<file path="src/rtl/button_debounce.sv">
// -----------------------------------------------------------------------------
// button_debounce
//
// Conditions the raw push-button inputs of the lock front panel. Each button
// goes through a 2-flop synchroniser and then its own four-state debounce FSM.
// A new button state is accepted only after DEBOUNCE_CYCLES consecutive stable
// synchronised samples. The outputs are a clean registered level plus one-cycle
// registered press and release pulses.
//
// Channels are fully independent. Several press or release pulses may assert
// in the same cycle.
// -----------------------------------------------------------------------------
module button_debounce #(
    parameter int N_BTN           = 4,
    parameter int DEBOUNCE_CYCLES = 20,
    parameter int CNT_W           = 20
) (
    input  logic             clk,
    input  logic             reset,
    input  logic [N_BTN-1:0] btn_raw,
    output logic [N_BTN-1:0] btn_level,
    output logic [N_BTN-1:0] btn_press,
    output logic [N_BTN-1:0] btn_release,
    output logic             any_pressed
);

    // Debounce states. The level is 1 in HELD and in ARM_RELEASE, so a
    // candidate release keeps reporting "pressed" until it is confirmed.
    typedef enum logic [1:0] {
        ST_IDLE        = 2'b00,
        ST_ARM_PRESS   = 2'b01,
        ST_HELD        = 2'b10,
        ST_ARM_RELEASE = 2'b11
    } state_e;

    // Terminal count. The counter stops here and never wraps, even when
    // DEBOUNCE_CYCLES equals 2^CNT_W.
    localparam logic [CNT_W-1:0] CNT_LAST = CNT_W'(DEBOUNCE_CYCLES - 1);
    localparam logic [CNT_W-1:0] CNT_ZERO = {CNT_W{1'b0}};
    localparam logic [CNT_W-1:0] CNT_ONE  = {{(CNT_W-1){1'b0}}, 1'b1};

    // Returns 1 for the states in which the debounced button reads pressed.
    function automatic logic level_of(input state_e st);
        logic lvl;
        case (st)
            ST_HELD:        lvl = 1'b1;
            ST_ARM_RELEASE: lvl = 1'b1;
            ST_IDLE:        lvl = 1'b0;
            ST_ARM_PRESS:   lvl = 1'b0;
            default:        lvl = 1'b0;
        endcase
        return lvl;
    endfunction

    // Two-stage synchroniser. sync2_q is the only view of btn_raw that the
    // debounce FSMs use.
    logic [N_BTN-1:0] sync1_q;
    logic [N_BTN-1:0] sync2_q;

    // Synchroniser flops: capture the asynchronous pins into the clk domain.
    always_ff @(posedge clk or negedge reset) begin
        if (!reset) begin
            sync1_q <= {N_BTN{1'b0}};
            sync2_q <= {N_BTN{1'b0}};
        end else begin
            sync1_q <= btn_raw;
            sync2_q <= sync1_q;
        end
    end

    for (genvar g = 0; g < N_BTN; g++) begin : g_ch
        state_e           state_q;
        state_e           state_d;
        logic [CNT_W-1:0] cnt_q;
        logic [CNT_W-1:0] cnt_d;
        logic             level_q;
        logic             level_d;
        logic             press_q;
        logic             press_d;
        logic             rel_q;
        logic             rel_d;
        logic             s;

        assign s = sync2_q[g];

        // Next-state logic: debounce transitions, counter update and pulse decode.
        always_comb begin
            state_d = state_q;
            cnt_d   = cnt_q;
            press_d = 1'b0;
            rel_d   = 1'b0;
            case (state_q)
                ST_IDLE: begin
                    if (s) begin
                        state_d = ST_ARM_PRESS;
                        cnt_d   = CNT_ZERO;
                    end else begin
                        state_d = ST_IDLE;
                    end
                end
                ST_ARM_PRESS: begin
                    if (!s) begin
                        // Bounce: the button went back low before it was
                        // stable for long enough. Drop it silently.
                        state_d = ST_IDLE;
                    end else if (cnt_q == CNT_LAST) begin
                        state_d = ST_HELD;
                        press_d = 1'b1;
                    end else begin
                        cnt_d = cnt_q + CNT_ONE;
                    end
                end
                ST_HELD: begin
                    if (!s) begin
                        state_d = ST_ARM_RELEASE;
                        cnt_d   = CNT_ZERO;
                    end else begin
                        state_d = ST_HELD;
                    end
                end
                ST_ARM_RELEASE: begin
                    if (s) begin
                        // Glitch low while held: return to HELD without a pulse.
                        state_d = ST_HELD;
                    end else if (cnt_q == CNT_LAST) begin
                        state_d = ST_IDLE;
                        rel_d   = 1'b1;
                    end else begin
                        cnt_d = cnt_q + CNT_ONE;
                    end
                end
                default: begin
                    state_d = ST_IDLE;
                    cnt_d   = CNT_ZERO;
                end
            endcase
            level_d = level_of(state_d);
        end

        // State, counter and registered outputs of this channel.
        always_ff @(posedge clk or negedge reset) begin
            if (!reset) begin
                state_q <= ST_IDLE;
                cnt_q   <= CNT_ZERO;
                level_q <= 1'b0;
                press_q <= 1'b0;
                rel_q   <= 1'b0;
            end else begin
                state_q <= state_d;
                cnt_q   <= cnt_d;
                level_q <= level_d;
                press_q <= press_d;
                rel_q   <= rel_d;
            end
        end

        assign btn_level[g]   = level_q;
        assign btn_press[g]   = press_q;
        assign btn_release[g] = rel_q;
    end

    assign any_pressed = |btn_level;

endmodule
</file>
<file path="config.mk">
export PLATFORM = sky130hd
export DESIGN_NAME = button_debounce
export DESIGN_NICKNAME = d
export VERILOG_FILES = /design/src/rtl/button_debounce.sv
export SDC_FILE = /design/constraint.sdc
export NUM_CORES = 1
export LEC_CHECK = 0
export BUFFER_PORTS_ARGS = -buffer_cell sky130_fd_sc_hd__clkbuf_2
export CAP_MARGIN = 25
export CELL_PAD_IN_SITES_DETAIL_PLACEMENT = 0
export CELL_PAD_IN_SITES_GLOBAL_PLACEMENT = 2
export CORE_MARGIN = 5
export CORE_UTILIZATION = 40
export DETAILED_ROUTE_END_ITERATION = 8
export HOLD_SLACK_MARGIN = 0.1
export PLACE_DENSITY_LB_ADDON = 0.1
export SLEW_MARGIN = 20
export SYNTH_ARGS = -nofsm -noshare
export SYNTH_HDL_FRONTEND = slang
export SYNTH_SLANG_ARGS = --single-unit
</file>
<file path="constraint.sdc">
create_clock -name clk -period 3.1 [get_ports clk]
set_clock_uncertainty 0.1 [all_clocks]
set_input_delay 0.31 -clock clk [delete_from_list [all_inputs] [get_ports clk]]
set_output_delay 0.31 -clock clk [all_outputs]
set_load 0.05 [all_outputs]
</file>
==> flow_summary.yaml <==
run_status:
  status: "completed"
sta:
  max_freq_ghz: 0.408
  final.setup.tns_ps: 0
  whs_ps: 249
  max_slew_margin_pct: 39.9
  fin_ws_ps: 652
  worst_slew_pin_slew_ps: 898
  period_share_pct: 79.0
  fin_crit_ps: 2450
  finalHoldViolCount: 0
  finalSetupViolations: 0
  finalMaxSlewViolations: 0
  rsz0062_at_grt: "false"
die:
  die_w_um: 126
  fp.dieH_um: 126
  core_area_um2: 13200
  io_pins: 19
  rows: 42
  start_util_pct: 40.8
  dieArea_um2: 15900
power_and_ir_drop:
  p_clk_share_pct: 38.4
  seqPwrFrac_pct: 55.3
  power_density_nw_per_um2: 460
  switchingPower_uw: 672
  total_power_mw: 2.72
  sw_frac_of_total_pct: 24.7
  vdd_drop_max_mv: 0.273
  leakage_nw: 2.63
  pwr-share-comb_pct: 6.3
  p_int_mw: 2.05
cells_and_area:
  final-seq-area_um2: 2700
  fillCellCount: 1308
  final_area_um2: 5920
  diodes: 0
  multi_input_area_um2: 2470
  area_delta_synth_final_pct: 10.1
  fin_util_pct: 44.9
  final_cell_count_no_fill: 747
  final_nets: 577
  drive_gt1_share_pct: 9.46
min_path:
  hold_path_depth: 0
  hp-class: "flop to flop"
clock_network:
  h-tree-depth: 3
  cts_buffers: 9
  clk_pin_slew_ps: 70
  cts.sinks: 108
  cts_tree: "built"
  clk_latency_ps: 350
  clockBufferDepth: 2
  cts_root_buf: "clkbuf_16"
setup_path:
  crit_start: "g_ch[2].cnt_q[0]"
  critPathMaxFanout: 6
  crit_type: "flop to flop"
  reg2reg_from: "g_ch[2].cnt_q[0]"
  r2r_slack_ps: 650
  arrival_ps: 2590
  crit_end: "g_ch[2].cnt_q[0]"
  worstSetupStartpointType: "flop"
  required_ps: 3240
  reg2reg_to: "g_ch[2].cnt_q[0]"
  end_kind: "flop"
  r2r_cells: 6
grt:
  grt_use_met1_pct: 21.4
  grt-ovfl-total: 0
  grt_max_degree: 67
  track_usage_pct: 15.4
  antenna_found_initial: 0
  grtUsageMet2_pct: 23.9
  grt_pass1_vias: 4007
  grt.met3_usage_pct: 4.19
  grt_pass1_wl_um: 20200
  gr-max-usage-layer: "met2"
drt:
  drc_errors: 0
  drt-initial-drc-count: 227
  num_vias: 4004
  via_per_inst: 5.36
  routed_wl_um: 11400
  routedWlPerCell_um: 15.2
  antenna_left: 0
  firstDrtPassIters: 4
synth:
  yosys_warnings: 0
  avgSynthCellArea_um2: 9.74
  syn_inst: 552
  syn-num-nets: 562
  ys_ff_latch: 108
  syn_area_um2: 5380
  post_synth_num_cell_types: 44
  yosysSeqAreaShare_pct: 50.3
run:
  maxCapViolations: 0
place:
  dp_slack_ps: 658
  place.gp.congestion: 0.784
  dp.cells: 727
  place_hpwl_um: 7720
  place_area_um2: 5610
  portBuffers: 18
[worst max-delay path, cell delays in order (launching register included)]
cell and delay (ps):
dfrtp_1 400, ha_1 260, or4b_1 440, or3_1 340, or2_1 350, nand2_4 140, mux2_4 300
[metal layers]
metal	routed length [µm]	up-vias
met5	0	-
met1	5590	1939
met2	5270	57
met4	91	0
met3	398	6
li1	-	2002
[power by group through the flow]
stage | registers (mW) | clock network [mW] | logic [mW]
4_1_cts | 1.50 | 1.09 | 0.177
2_1_floorplan | 1.51 | 0 | 0.115
6_report | 1.51 | 1.05 | 0.172
3_3_place_gp | 1.53 | 0 | 0.167
5_1_grt | 1.51 | 1.16 | 0.204
3_5_place_dp | 1.53 | 0 | 0.172
[worst min-delay path by stage]
stage,from,endpoint,slack (ps)
2_1_floorplan,reset,g_ch[0].cnt_q[0],-90
3_3_place_gp,sync1_q[2],sync2_q[2],230
3_5_place_dp,sync1_q[2],sync2_q[2],230
4_1_cts,sync1_q[2],sync2_q[2],250
5_1_grt,sync1_q[2],sync2_q[2],260
6_report,sync1_q[2],sync2_q[2],250
[cells by family (layout without fill, tap and decap cells)]
logic type	after synthesis	in the layout	synth area share, %
muxes	15	15	3.24
AOI/OAI and AO/OA	73	73	8.17
buffers and inverters	40	59	3.82
adders and majority gates	4	4	0.931
DFF	108	108	50.3
and+or+nand+nor	270	270	26.7
xor gates and xnor gates	42	42	6.84
[placed cells by master (no fill, tap or decap), drive strengths merged, types with 13 or more instances in the layout]
| cell | n |
|---|---|
| nor4 | 17 |
| dfrtp | 108 |
| nand4 | 24 |
| xnor2 | 13 |
| a21oi | 19 |
| nand2 | 56 |
| o21ai | 31 |
| nor2 | 56 |
| xor2 | 29 |
| nor3 | 18 |
| clkbuf | 27 |
| nand3 | 27 |
[cells in the mapped netlist]
| library cell | count | area (µm²) |
|---|---|---|
| a21o_1 | 5 | 37.5 |
| o32ai_1 | 1 | 8.76 |
| nand2b_1 | 4 | 25.0 |
| nand3b_1 | 1 | 7.51 |
| or2_1 | 1 | 6.26 |
| o211ai_2 | 1 | 12.5 |
| and4_2 | 1 | 10.0 |
| nor4_1 | 17 | 106 |
| mux2i_1 | 5 | 50.1 |
| nor4b_1 | 7 | 61.3 |
| a22o_1 | 6 | 52.6 |
| or4_1 | 8 | 60.1 |
| inv_1 | 11 | 41.3 |
| o21a_1 | 1 | 7.51 |
| mux2_4 | 3 | 45.0 |
| clkbuf_1 | 13 | 48.8 |
| o41ai_1 | 2 | 17.5 |
| nand2_1 | 55 | 206 |
| clkbuf_2 | 1 | 5.00 |
| dfrtp_1 | 108 | 2700 |
| nor2_1 | 56 | 210 |
| o211ai_1 | 4 | 30.0 |
| nand4_1 | 24 | 150 |
| buf_2 | 1 | 5.00 |
| nor2b_1 | 4 | 25.0 |
| clkinv_1 | 1 | 3.75 |
| nor3_1 | 18 | 90.1 |
| ha_1 | 4 | 50.1 |
| xor2_1 | 29 | 254 |
| o31ai_1 | 3 | 22.5 |
| a21oi_1 | 19 | 95.1 |
| mux2_2 | 7 | 78.8 |
| buf_6 | 1 | 11.3 |
| nor3b_1 | 9 | 67.6 |
| nand3_1 | 27 | 135 |
| o21ai_0 | 31 | 155 |
| nand2_4 | 1 | 11.3 |
| or3_1 | 12 | 75.1 |
| buf_4 | 12 | 90.1 |
| and3_1 | 9 | 56.3 |
| xnor2_1 | 13 | 114 |
| and4_1 | 10 | 87.6 |
| and2_1 | 4 | 25.0 |
| or4b_1 | 2 | 20.0 |
[flip-flops by register name, summed over array words and instances (netlist names)]
signal	flops
g_ch.cnt_q	80
g_ch.state_q	8
sync2_q	4
g_ch.level_q	4
g_ch.rel_q	4
sync1_q	4
g_ch.press_q	4
[timing repair]
item / in CTS / in global routing
setup buffers: 0 / 0
endpoints found under the hold margin: 46 / 0
resized for setup: 0 / 0
setup endpoints to repair: 0 / 0
hold buffers: 5 / 0
[final cells by class]
cell class	instances	area share, %
clock inverter	5	0.508
tap	176	3.72
multi-input combinational	404	41.7
inverter	12	0.761
sequential	108	45.7
timing repair buffer	32	3.76
clock buffer	10	3.87
No activity file was read; power rests on OpenSTA's default activity.
